[config.mk]
export PLATFORM = sky130hd
export DESIGN_NAME = mem_bus_arbiter
export DESIGN_NICKNAME = d
export VERILOG_FILES = /design/src/rtl/membus_pkg.sv /design/src/rtl/rr_arb2.sv /design/src/rtl/mem_bus_arbiter.sv
export SDC_FILE = /design/constraint.sdc
export NUM_CORES = 1
export LEC_CHECK = 0
export CORE_AREA = 4 4 185 187
export CTS_CLUSTER_SIZE = 25
export DETAILED_ROUTE_END_ITERATION = 6
export DIE_AREA = 0 0 189 191
export PLACE_DENSITY_LB_ADDON = 0.05
export SLEW_MARGIN = 30
export SYNTH_ARGS = -nofsm -noshare
export SYNTH_HDL_FRONTEND = slang
export SYNTH_SLANG_ARGS = --single-unit
[constraint.sdc]
create_clock -name clk -period 1.4 [get_ports clk]
set_input_delay 0.21 -clock clk [delete_from_list [all_inputs] [get_ports clk]]
set_output_delay 0.21 -clock clk [all_outputs]
set_load 0.005 [all_outputs]
[src/rtl/membus_pkg.sv]
// membus_pkg: shared memory-bus arbiter types and constants
package membus_pkg;
  localparam int WRITE_BIT = 12;
  localparam int BEATS = 8;
  typedef enum logic [1:0] {IDLE, ADDR, WDATA, RDATA} state_t;
endpackage

[src/rtl/rr_arb2.sv]
// rr_arb2: two-way round-robin pick favouring the port that did not win last
module rr_arb2 (
  input  logic [1:0] req,
  input  logic       last_grant,
  output logic       grant,
  output logic       valid
);
  assign grant = &req ? ~last_grant : req[1];
  assign valid = |req;
endmodule

[src/rtl/mem_bus_arbiter.sv]
// mem_bus_arbiter: round-robin sharing of the memory bus between icache (0) and dcache (1)
module mem_bus_arbiter #(
  parameter int BUS_DATA_WIDTH = 64,
  parameter int BUS_TAG_WIDTH = 13,
  parameter int WRITE_BIT = membus_pkg::WRITE_BIT,
  parameter int BEATS = membus_pkg::BEATS
) (
  input  logic                      clk,
  input  logic                      reset,
  input  logic                      c0_bus_reqcyc,
  output logic                      c0_bus_reqack,
  input  logic [BUS_DATA_WIDTH-1:0] c0_bus_req,
  input  logic [BUS_TAG_WIDTH-1:0]  c0_bus_reqtag,
  output logic                      c0_bus_respcyc,
  input  logic                      c0_bus_respack,
  output logic [BUS_DATA_WIDTH-1:0] c0_bus_resp,
  output logic [BUS_TAG_WIDTH-1:0]  c0_bus_resptag,
  input  logic                      c1_bus_reqcyc,
  output logic                      c1_bus_reqack,
  input  logic [BUS_DATA_WIDTH-1:0] c1_bus_req,
  input  logic [BUS_TAG_WIDTH-1:0]  c1_bus_reqtag,
  output logic                      c1_bus_respcyc,
  input  logic                      c1_bus_respack,
  output logic [BUS_DATA_WIDTH-1:0] c1_bus_resp,
  output logic [BUS_TAG_WIDTH-1:0]  c1_bus_resptag,
  output logic                      m_bus_reqcyc,
  input  logic                      m_bus_reqack,
  output logic [BUS_DATA_WIDTH-1:0] m_bus_req,
  output logic [BUS_TAG_WIDTH-1:0]  m_bus_reqtag,
  input  logic                      m_bus_respcyc,
  output logic                      m_bus_respack,
  input  logic [BUS_DATA_WIDTH-1:0] m_bus_resp,
  input  logic [BUS_TAG_WIDTH-1:0]  m_bus_resptag
);
  import membus_pkg::*;
  state_t state;
  logic owner, last_grant, is_write, gnt, gnt_valid;
  logic [2:0] beat;
  logic req_phase, resp_phase, own_reqcyc, own_respack, req_hs, resp_hs, last_beat;
  logic [BUS_DATA_WIDTH-1:0] own_req;
  logic [BUS_TAG_WIDTH-1:0] own_reqtag;
  rr_arb2 u_arb (
    .req({c1_bus_reqcyc, c0_bus_reqcyc}),
    .last_grant(last_grant),
    .grant(gnt),
    .valid(gnt_valid)
  );
  assign own_reqcyc = owner ? c1_bus_reqcyc : c0_bus_reqcyc;
  assign own_req = owner ? c1_bus_req : c0_bus_req;
  assign own_reqtag = owner ? c1_bus_reqtag : c0_bus_reqtag;
  assign own_respack = owner ? c1_bus_respack : c0_bus_respack;
  assign req_phase = state == ADDR || (state == WDATA && is_write);
  assign resp_phase = state == RDATA;
  assign m_bus_reqcyc = req_phase && own_reqcyc;
  assign m_bus_req = req_phase ? own_req : '0;
  assign m_bus_reqtag = req_phase ? own_reqtag : '0;
  assign c0_bus_reqack = req_phase && !owner && m_bus_reqack;
  assign c1_bus_reqack = req_phase && owner && m_bus_reqack;
  assign m_bus_respack = resp_phase && own_respack;
  assign c0_bus_respcyc = resp_phase && !owner && m_bus_respcyc;
  assign c1_bus_respcyc = resp_phase && owner && m_bus_respcyc;
  assign c0_bus_resp = (resp_phase && !owner) ? m_bus_resp : '0;
  assign c1_bus_resp = (resp_phase && owner) ? m_bus_resp : '0;
  assign c0_bus_resptag = (resp_phase && !owner) ? m_bus_resptag : '0;
  assign c1_bus_resptag = (resp_phase && owner) ? m_bus_resptag : '0;
  assign req_hs = m_bus_reqcyc && m_bus_reqack;
  assign resp_hs = m_bus_respcyc && m_bus_respack;
  assign last_beat = beat == 3'(BEATS - 1);
  // A stalled handshake simply holds state; there is no timeout or preemption
  always_ff @(posedge clk) begin
    if (reset) begin
      state <= IDLE;
      owner <= 1'b0;
      last_grant <= 1'b1;
      is_write <= 1'b0;
      beat <= '0;
    end else begin
      case (state)
        IDLE: if (gnt_valid) begin
          state <= ADDR;
          owner <= gnt;
        end
        ADDR: if (req_hs) begin
          is_write <= own_reqtag[WRITE_BIT];
          beat <= '0;
          state <= own_reqtag[WRITE_BIT] ? WDATA : RDATA;
        end
        WDATA: if (req_hs) begin
          beat <= last_beat ? '0 : beat + 3'd1;
          if (last_beat) begin
            state <= IDLE;
            last_grant <= owner;
          end
        end
        RDATA: if (resp_hs) begin
          beat <= last_beat ? '0 : beat + 3'd1;
          if (last_beat) begin
            state <= IDLE;
            last_grant <= owner;
          end
        end
        default: state <= IDLE;
      endcase
    end
  end
endmodule

Word-level counts from Yosys, hierarchy flattened:

Index checks and enable logic that the tools add are counted.

* bits in registers: 8
* latch bits: 0
* bits in writable memories: 0
* memory bits (read-only): 0
* output and inout port bits: 237
* memories: 0

* $add $sub $neg: 1
* $mul: 0
* divide/modulo/power cells: 0
* order comparisons: 0
* equal/unequal tests: 8
* shift operators: 0
* mux-type cells: 27
* bitwise logic cells: 1
* reductions and logical operators: 25

Operators by type and width (number)
* $mux 64: 4
* $mux 13: 4
* $logic_and 1x1->1: 13
* $mux 3: 4
* $mux 2: 5
* $pmux 3 s3: 1
* $pmux 2 s4: 1
* $reduce_and 4->1: 2
* $mux 1: 7
* $ne 2x2->1 const B: 3
* $reduce_and 2->1: 3
* $eq 2x2->1 const B: 2
* $add 3x1->3 const B: 1
* $eq 3x3->1 const B: 1
* $reduce_and 3->1: 1
* $reduce_bool 3->1: 1
* $eq 2x1->1 const B: 1
* $logic_not 2->1: 1
* $ne 2x1->1 const B: 1
* $pmux 1 s2: 1
* $reduce_bool 2->1: 1
* $reduce_or 2->1: 1
* $logic_not 1->1: 1
* $logic_or 1x1->1: 1
* $not 1->1: 1

Longest topological paths before layout:

Gate-level depths: netlist of run 1.

* depth after elaboration: 7
* mapped depth: 6
* gate-level depth less buffers: 5

Modules after synthesis:

Synthesis of run 1 repeated with hierarchy kept, for this count alone.

* cell total of the unflattened synthesis: 404
* area total of the unflattened synthesis: 2720.1 sq um

By module, submodules not included
* mem_bus_arbiter: instances 1, cells each 402, area each 2706.3 sq um, seq. area each 160.2 sq um
* rr_arb2: instances 1, cells each 2, area each 13.8 sq um, seq. area each 0.0 sq um

Worst setup path before layout of run 1:

OpenSTA, ideal clock, no wires.

* kind: register to output
* start point: register state[1]
* end point: output c0_bus_resptag[10]
* arrival time: 1200 ps
* data required time: 1190 ps
* setup slack: -10 ps
* cell stages (with the launch flop): 7
* buffers on the path: 3
* path through: dfxtp_1 > buf_4 > nand2_1 > nor2_2 > buf_2 > clkbuf_2 > and2_1

* word-level cells in the longest chain between the ends: 3

RTL lines
* start, declared: line mem_bus_arbiter.sv:36 `state_t state;`
* start signal, assigned: line mem_bus_arbiter.sv:86 `state <= own_reqtag[WRITE_BIT] ? WDATA : RDATA;`
* $eq 2x2->1: line mem_bus_arbiter.sv:53 `assign resp_phase = state == RDATA;`
* $logic_and 1x1->1: line mem_bus_arbiter.sv:64 `assign c0_bus_resptag = (resp_phase && !owner) ? m_bus_resptag : '0;`
* $mux 13: line mem_bus_arbiter.sv:64
* end, declared: line mem_bus_arbiter.sv:17 `output logic [BUS_TAG_WIDTH-1:0] c0_bus_resptag,`

No other way between the ends.

Worst setup path in the final report of run 1:

* start point: register state[0]
* end point: output c1_bus_resp[56]

* word-level cells in the longest chain between the ends: 3

RTL lines
* $eq 2x2->1: line mem_bus_arbiter.sv:53
* $logic_and 1x1->1: line mem_bus_arbiter.sv:63 `assign c1_bus_resp = (resp_phase && owner) ? m_bus_resp : '0;`
* $mux 64: line mem_bus_arbiter.sv:63
* end, declared: line mem_bus_arbiter.sv:24 `output logic [BUS_DATA_WIDTH-1:0] c1_bus_resp,`

No other way between the ends.

==> flow_metrics.tcl, run 1 <==
set metrics [dict create \
    fmax_mhz 533 \
    antenna_left 0 \
    relSlewSlack 0.815 \
    grt_setup_unrepaired "true" \
    top_usage_layer "met2" \
    fp.dieArea_um2 36100 \
    outcome "finished, violations left" \
    clock_latency_ns 0.24 \
    p_leak_nw 4.51 \
    worstHoldStart "is_write" \
    vias 5126 \
    ir_drop_mv 0.301 \
    synth-edff-count 0 \
    finalMaxSlewViolations 0 \
    synth_flop_cell "dfxtp_1" \
    worstHoldPathType "register to register" \
    min_period_ns 1.88 \
    grtUsageMet1 0.117 \
    die_height_um 191 \
    drtPass1Iterations 4 \
    syn_inst 403 \
    yosys_warnings 0 \
    fin_nets 1231 \
    first_global_vias 5280 \
    required_ns 1.19 \
    fin_hold_ws_ns 0.455 \
    p_per_area_nw_per_um2 327 \
    worst_pin_slew_ns 0.270 \
    antenna_found_initial 6 \
    cap_viol_max_count 0 \
    final-setup-viol-count 244 \
    avgSynthCellArea_um2 6.68 \
    syn_area_um2 2690 \
    startpoint_type "register" \
    stdcell_area_um2 10300 \
    avgRoutedWirePerCell_um 19.1 \
    viasPerCell 3.58 \
    fill_cells 3504 \
    setup_ws_ns -0.478 \
    netlist-cell-type-count 31 \
    min_period_over_period 1.34 \
    skew_ns 0.00473 \
    worstPathMaxFanout 7 \
    cts_htree_levels 1 \
    cts_tree "built" \
    finalHoldViolCount 0 \
    ctsRootBufferMaster "clkbuf_16" \
    grt.met3_usage 0.0561 \
    ys_ff_latch 8 \
    r2r_slack_ns -0.34 \
    place_congestion 0.823 \
    core_area_um2 32500 \
    grt.total_usage 0.129 \
    cts_max_path_buffers 2 \
    drive_gt1_frac 0.579 \
    clock-sinks 8 \
    grt_pass1_wl_um 34900 \
    gr-total-overflow 0 \
    start_util 0.0829 \
    dpl_worst_slack_ns -0.815 \
    wirelength_um 27300 \
    drc_errors 0 \
    gr-usage-met2 0.265 \
    setup_tns_ns -79.58 \
    cp-end-kind "output pin" \
    synthesis.nets 644 \
    crit_type "register to output pin" \
    final_core_util 0.316 \
    num_io_pins 476 \
    startpoint "state[0]" \
    dr.first_iter.drc_count 80 \
    clkTransAtPathRegs_ns 0.04 \
    yosysSeqAreaShare 0.0595 \
    grt_start_max_net_pins 23 \
    numCtsBuffers 3 \
    dp_hpwl_um 20300 \
    place_area_um2 8260 \
    port_buffers 475 \
    ys_async_sr_fraction 0 \
    die_w_um 189 \
    crit_arrival_ns 1.67 \
    rr_startpoint "owner" \
    rows 66 \
    violations "setup timing" \
    area_delta_synth_final_pct 281 \
]
## worst paths after layout
kind | to | depth (start not counted)
worst min register to register | is_write | 2
worst max-delay path | c1_bus_resp[56] | 8
worst max register to register | state[1] | 7
worst min-delay path | is_write | 2
## power by group
part / switching [mW] / internal (mW) / leakage, nW
Combinational: 0.940 / 1.67 / 4.41
Sequential: 0.0136 / 0.236 / 0.0675
Clock: 0.121 / 0.380 / 0.0382
## worst max-delay path, stage by stage, from the launching register on
cell	delay (ns)
dfxtp_4	0.36
buf_6	0.13
and3_4	0.18
buf_12	0.13
buf_8	0.13
buf_12	0.13
buf_16	0.14
and2_4	0.14
buf_6	0.10
## what timing repair did
item	4_1_cts	5_1_grt
setup buffers	39	47
pin swaps	36	62
cloned	16	13
endpoints found under the setup margin	244	244
resized for setup	741	557
hold buffers	0	0
## per-layer routing
layer / up-vias / part of all wire / routed length (um)
met5: - / 0.0027 / 73
met4: 10 / 0.015 / 408
met3: 25 / 0.10 / 2850
met2: 289 / 0.55 / 15000
met1: 2308 / 0.33 / 9040
li1: 2494 / - / -
## Yosys cell counts (2+ instances only)
cell type  number  share of area
and3_1          3         0.0070
clkbuf_1       13          0.018
nor2_1         83           0.12
nand2_1        10          0.014
ha_1            2         0.0093
nor2b_1         3         0.0070
dfxtp_1         8          0.060
clkbuf_2        2         0.0037
nor3b_1         2         0.0056
nand3_1         2         0.0037
mux2i_1        81           0.30
and2_1        156           0.36
buf_2          19          0.035
a31oi_1         2         0.0047
## flip-flops by register name, summed over array words and instances, names as in the netlist
name and count:
beat 3, is_write 1, last_grant 1, owner 1
state 2
## kinds of logic after synthesis
| family | share of synthesized area |
|---|---|
| AND/OR/NAND/NOR | 0.526 |
| multiplexers | 0.311 |
| buffers and inverters | 0.0614 |
| AO/OA/AOI/OAI | 0.0326 |
| flip-flops | 0.0595 |
| adder cells (fa/ha/maj) | 0.00930 |
## area by class of cell
| class | count | area (um2) | area share |
|---|---|---|---|
| repair buffers | 616 | 6330 | 0.617 |
| multi-input cells | 360 | 3120 | 0.304 |
| well taps | 442 | 553 | 0.0539 |
| flip-flops and latches | 8 | 173 | 0.0168 |
| clock buffers | 4 | 78.8 | 0.00768 |
| inverters | 1 | 3.75 | 0.000366 |
| diodes | 1 | 2.50 | 0.000244 |
## cell usage in the layout, fill, tap and decap left out, types with 2 or more instances in the layout
master and instances:
mux2i_4 12, dlygate4sd2_1 4, buf_8 6, buf_2 75
buf_4 51, a21oi_4 2, and2_4 100, ha_1 2
mux2i_1 56, dfxtp_4 3, nor2_1 29, buf_16 13
nor2_2 38, clkbuf_2 43, a31oi_1 2, nand2_1 9
clkdlybuf4s50_1 238, clkbuf_16 15, mux2i_2 13, clkdlybuf4s15_2 8
buf_6 139, and3_1 2, dfxtp_1 4, buf_12 27
and2_1 56, nor2_4 17, nor2b_4 2
## through the flow
stage / total power, mW / std cells
after CTS: 2.85 / 1381
after global routing: 3.55 / 1432
final: 3.36 / 1432
after floorplan: 0.757 / 403
after global placement: 2.21 / 1324
after detailed placement: 2.20 / 1324
Power figures use the tool's default switching activity.
==> run 2: changes to the inputs <==
--- a/config.mk
+++ b/config.mk
@@ -5,11 +5,14 @@
 export SDC_FILE = /design/constraint.sdc
 export NUM_CORES = 1
 export LEC_CHECK = 0
-export CORE_AREA = 4 4 185 187
+export ABC_AREA = 1
+export CAP_MARGIN = 20
+export CORE_AREA = 4 4 184 186
 export CTS_CLUSTER_SIZE = 25
 export DETAILED_ROUTE_END_ITERATION = 6
-export DIE_AREA = 0 0 189 191
+export DIE_AREA = 0 0 188 190
 export PLACE_DENSITY_LB_ADDON = 0.05
+export RECOVER_POWER = 50
 export SLEW_MARGIN = 30
 export SYNTH_ARGS = -nofsm -noshare
 export SYNTH_HDL_FRONTEND = slang
==> run 2 against run 1 <==
Net effect:
- the flow still finishes with violations (setup timing)
- worst hold slack gained 0.0077 ns
- worst setup slack lost 0.037 ns
- core utilization shrank 2.2 points
- maximum frequency shrank 1.9%
- total power grew to 2.7 times the previous value
- global-route usage grew 0.60 points
- area after synthesis grew 4.1%
- die area shrank 1.0%
- clock power shrank 3%
- final cell count grew 7.7%
- critical path type unchanged
==> flow_metrics.tcl, run 2 <==
set metrics [dict create \
    relSlewSlack 0.812 \
    min_period_over_period 1.37 \
    num_io_pins 476 \
    cpLargestDelayFamily "buffers and inverters" \
    dpl_worst_slack_ns -0.700 \
    finalHoldViolCount 0 \
    ir_drop_mv 0.673 \
    grt_start_max_net_pins 28 \
    skew_ns 0.00106 \
    grt_pass1_wl_um 36900 \
    antenna_left 0 \
    worst-path-buf-inv 8 \
    mostFrequentLayoutCells "clkdlybuf4s50_1, nor2_1, inv_1" \
    grt_setup_unrepaired "true" \
    dr.first_iter.drc_count 90 \
    cap_viol_max_count 0 \
    largest_register_ffs 3 \
    gr-total-overflow 0 \
    cts_tree "built" \
    wirelength_um 26600 \
    worstPathMaxFanout 8 \
    synth-edff-count 0 \
    core_area_um2 32300 \
    reg_top3 "beat (3), state (2)" \
    startpoint_type "register" \
    setup_ws_ns -0.514 \
    crit_top_cell "buf_6" \
    clock_latency_ns 0.23 \
    grt.total_usage 0.135 \
    cts_htree_levels 1 \
    cts_hold_buffers 0 \
    outcome "finished, violations left" \
    viasPerCell 3.51 \
    fin_nets 1342 \
    required_ns 1.19 \
    clkTransAtPathRegs_ns 0.04 \
    syn_area_um2 2800 \
    final_common_cell "clkdlybuf4s50_1" \
    synth_top_area_share 0.236 \
    top_register "beat" \
    die_height_um 190 \
    synthesis.nets 764 \
    numCtsBuffers 3 \
    worst_pin_slew_ns 0.281 \
    clock-sinks 8 \
    cp-end-kind "output pin" \
    drtPass1Iterations 4 \
    synthTopCellsByArea "nor2_1, a22oi_2, inv_1" \
    dp_hpwl_um 21100 \
    worstHoldPathType "register to register" \
    yosys_warnings 0 \
    first_global_vias 5638 \
    avgRoutedWirePerCell_um 17.3 \
    port_buffers 475 \
    finalMaxSlewViolations 0 \
    cts_max_path_buffers 2 \
    path_cells "inv_4, nand2_4, nand2_4, inv_6, nor2_4, buf_12, buf_8, buf_6, buf_6, a22oi_2, inv_2, buf_6" \
    synthMostInstantiatedCell "nor2_1" \
    power.total_mw 9.18 \
    final_core_util 0.294 \
    rows 66 \
    area_delta_synth_final_pct 239 \
    drc_errors 0 \
    final-setup-viol-count 244 \
    fp.dieArea_um2 35700 \
    netlist-cell-type-count 25 \
    start_util 0.0867 \
    drive_gt1_frac 0.516 \
    syn_inst 523 \
    max_stage_delay_ns 0.38 \
    fmax_mhz 522 \
    synth_flop_cell "dfxtp_1" \
    ys_top_cells_by_count "nor2_1, inv_1, inv_2, a22oi_2, a22oi_1" \
    crit_type "register to output pin" \
    crit_arrival_ns 1.70 \
    yosysSeqAreaShare 0.0572 \
    avgSynthCellArea_um2 5.35 \
    ys_ff_latch 8 \
    p_per_area_nw_per_um2 966 \
    fin_cells 1542 \
    fin_hold_ws_ns 0.463 \
    p_leak_nw 4.95 \
    die_w_um 188 \
    post-place-cells 1460 \
    yosysTopAreaCell "nor2_1" \
    violations "setup timing" \
    place_congestion 0.745 \
    min_period_ns 1.91 \
    vias 5405 \
    ctsRootBufferMaster "clkbuf_16" \
    ys_async_sr_fraction 0 \
    cp_slowest_cell "dfxtp_4" \
    antenna_found_initial 1 \
    fill_cells 3599 \
]
[run 2: changes by cell type after synthesis, moves of 36 or more]
| cell | previous run | this run |
|---|---|---|
| and2_1 | 156 | 0 |
| inv_1 | 1 | 125 |
| nor2_1 | 83 | 176 |
| mux2i_1 | 81 | 0 |
| inv_2 | 0 | 41 |
| a22oi_2 | 0 | 40 |
| a22oi_1 | 0 | 36 |
[run 2: stage by stage]
stage,TNS (ns),cell area [um2]
floorplan,-0.519,2810
global placement,-121.82,8380
detailed placement,-126.14,8380
CTS,-88.60,9230
global route,-89.21,9500
finish,-70.16,9500
[run 2: worst paths after layout]
path / slack, ns / cells past startpoint / startpoint / to
hold reg to reg: 0.46 / 2 / last_grant / last_grant
setup reg to reg: -0.17 / 12 / owner / state[1]
hold / removal: 0.46 / 2 / last_grant / last_grant
setup / recovery: -0.51 / 12 / state[1] / m_bus_req[51]
[run 2: area by class of cell]
type                            instances  area (um2)  area share
Clock buffer                            3        75.1     0.00790
Sequential cell                         8         171      0.0180
Antenna cell                            1        2.50    0.000263
Multi-Input combinational cell        311        2190       0.231
Tap cell                              442         553      0.0582
Timing Repair Buffer                  608        5860       0.616
Inverter                              169         652      0.0686
[run 2: cell families after synthesis]
group,synth area share
adder cells (fa/ha/maj),0.00894
AND/OR/NAND/NOR,0.320
flip-flops,0.0572
AO/OA/AOI/OAI,0.299
buffers and inverters,0.315
[run 2: what timing repair did]
action                                  in CTS  in global routing
cloned                                      11                  5
endpoints found under the setup margin     244                244
setup buffers                               45                 20
resized for setup                          835                269
pin swaps                                   56                 21
[run 2: per-layer routing]
metal,part of all wire,wire [um],global-route usage
met1,0.34,8990,0.128
met2,0.57,15300,0.290
met3,0.075,2000,0.0378
met4,0.014,365,0.0164
met5,0,0,0
[run 2: worst register-to-register path: stages, from the launching register on]
cell and delay [ns]:
dfxtp_4 0.36, buf_6 0.13, buf_6 0.11, buf_6 0.11, nand2_2 0.05, nand2_2 0.05, buf_4 0.13, a21oi_4 0.19
a21oi_4 0.07, nand2_2 0.09, nand2_1 0.06, nand2_1 0.06, nor2_2 0.04
[run 2: power by group]
group	internal, mW	switching, mW	total [mW]
Clock	0.369	0.120	0.489
Combinational	4.85	3.42	8.28
Sequential	0.321	0.0942	0.415
==> run 3: changes to the inputs <==
--- a/config.mk
+++ b/config.mk
@@ -5,12 +5,11 @@
 export SDC_FILE = /design/constraint.sdc
 export NUM_CORES = 1
 export LEC_CHECK = 0
-export ABC_AREA = 1
 export CAP_MARGIN = 20
-export CORE_AREA = 4 4 184 186
+export CORE_AREA = 4 4 185 187
 export CTS_CLUSTER_SIZE = 25
 export DETAILED_ROUTE_END_ITERATION = 6
-export DIE_AREA = 0 0 188 190
+export DIE_AREA = 0 0 189 191
 export PLACE_DENSITY_LB_ADDON = 0.05
 export RECOVER_POWER = 50
 export SLEW_MARGIN = 30
==> results of run 3 <==
Same layout as run 1: the final DEF is identical, and so are final timing and power.
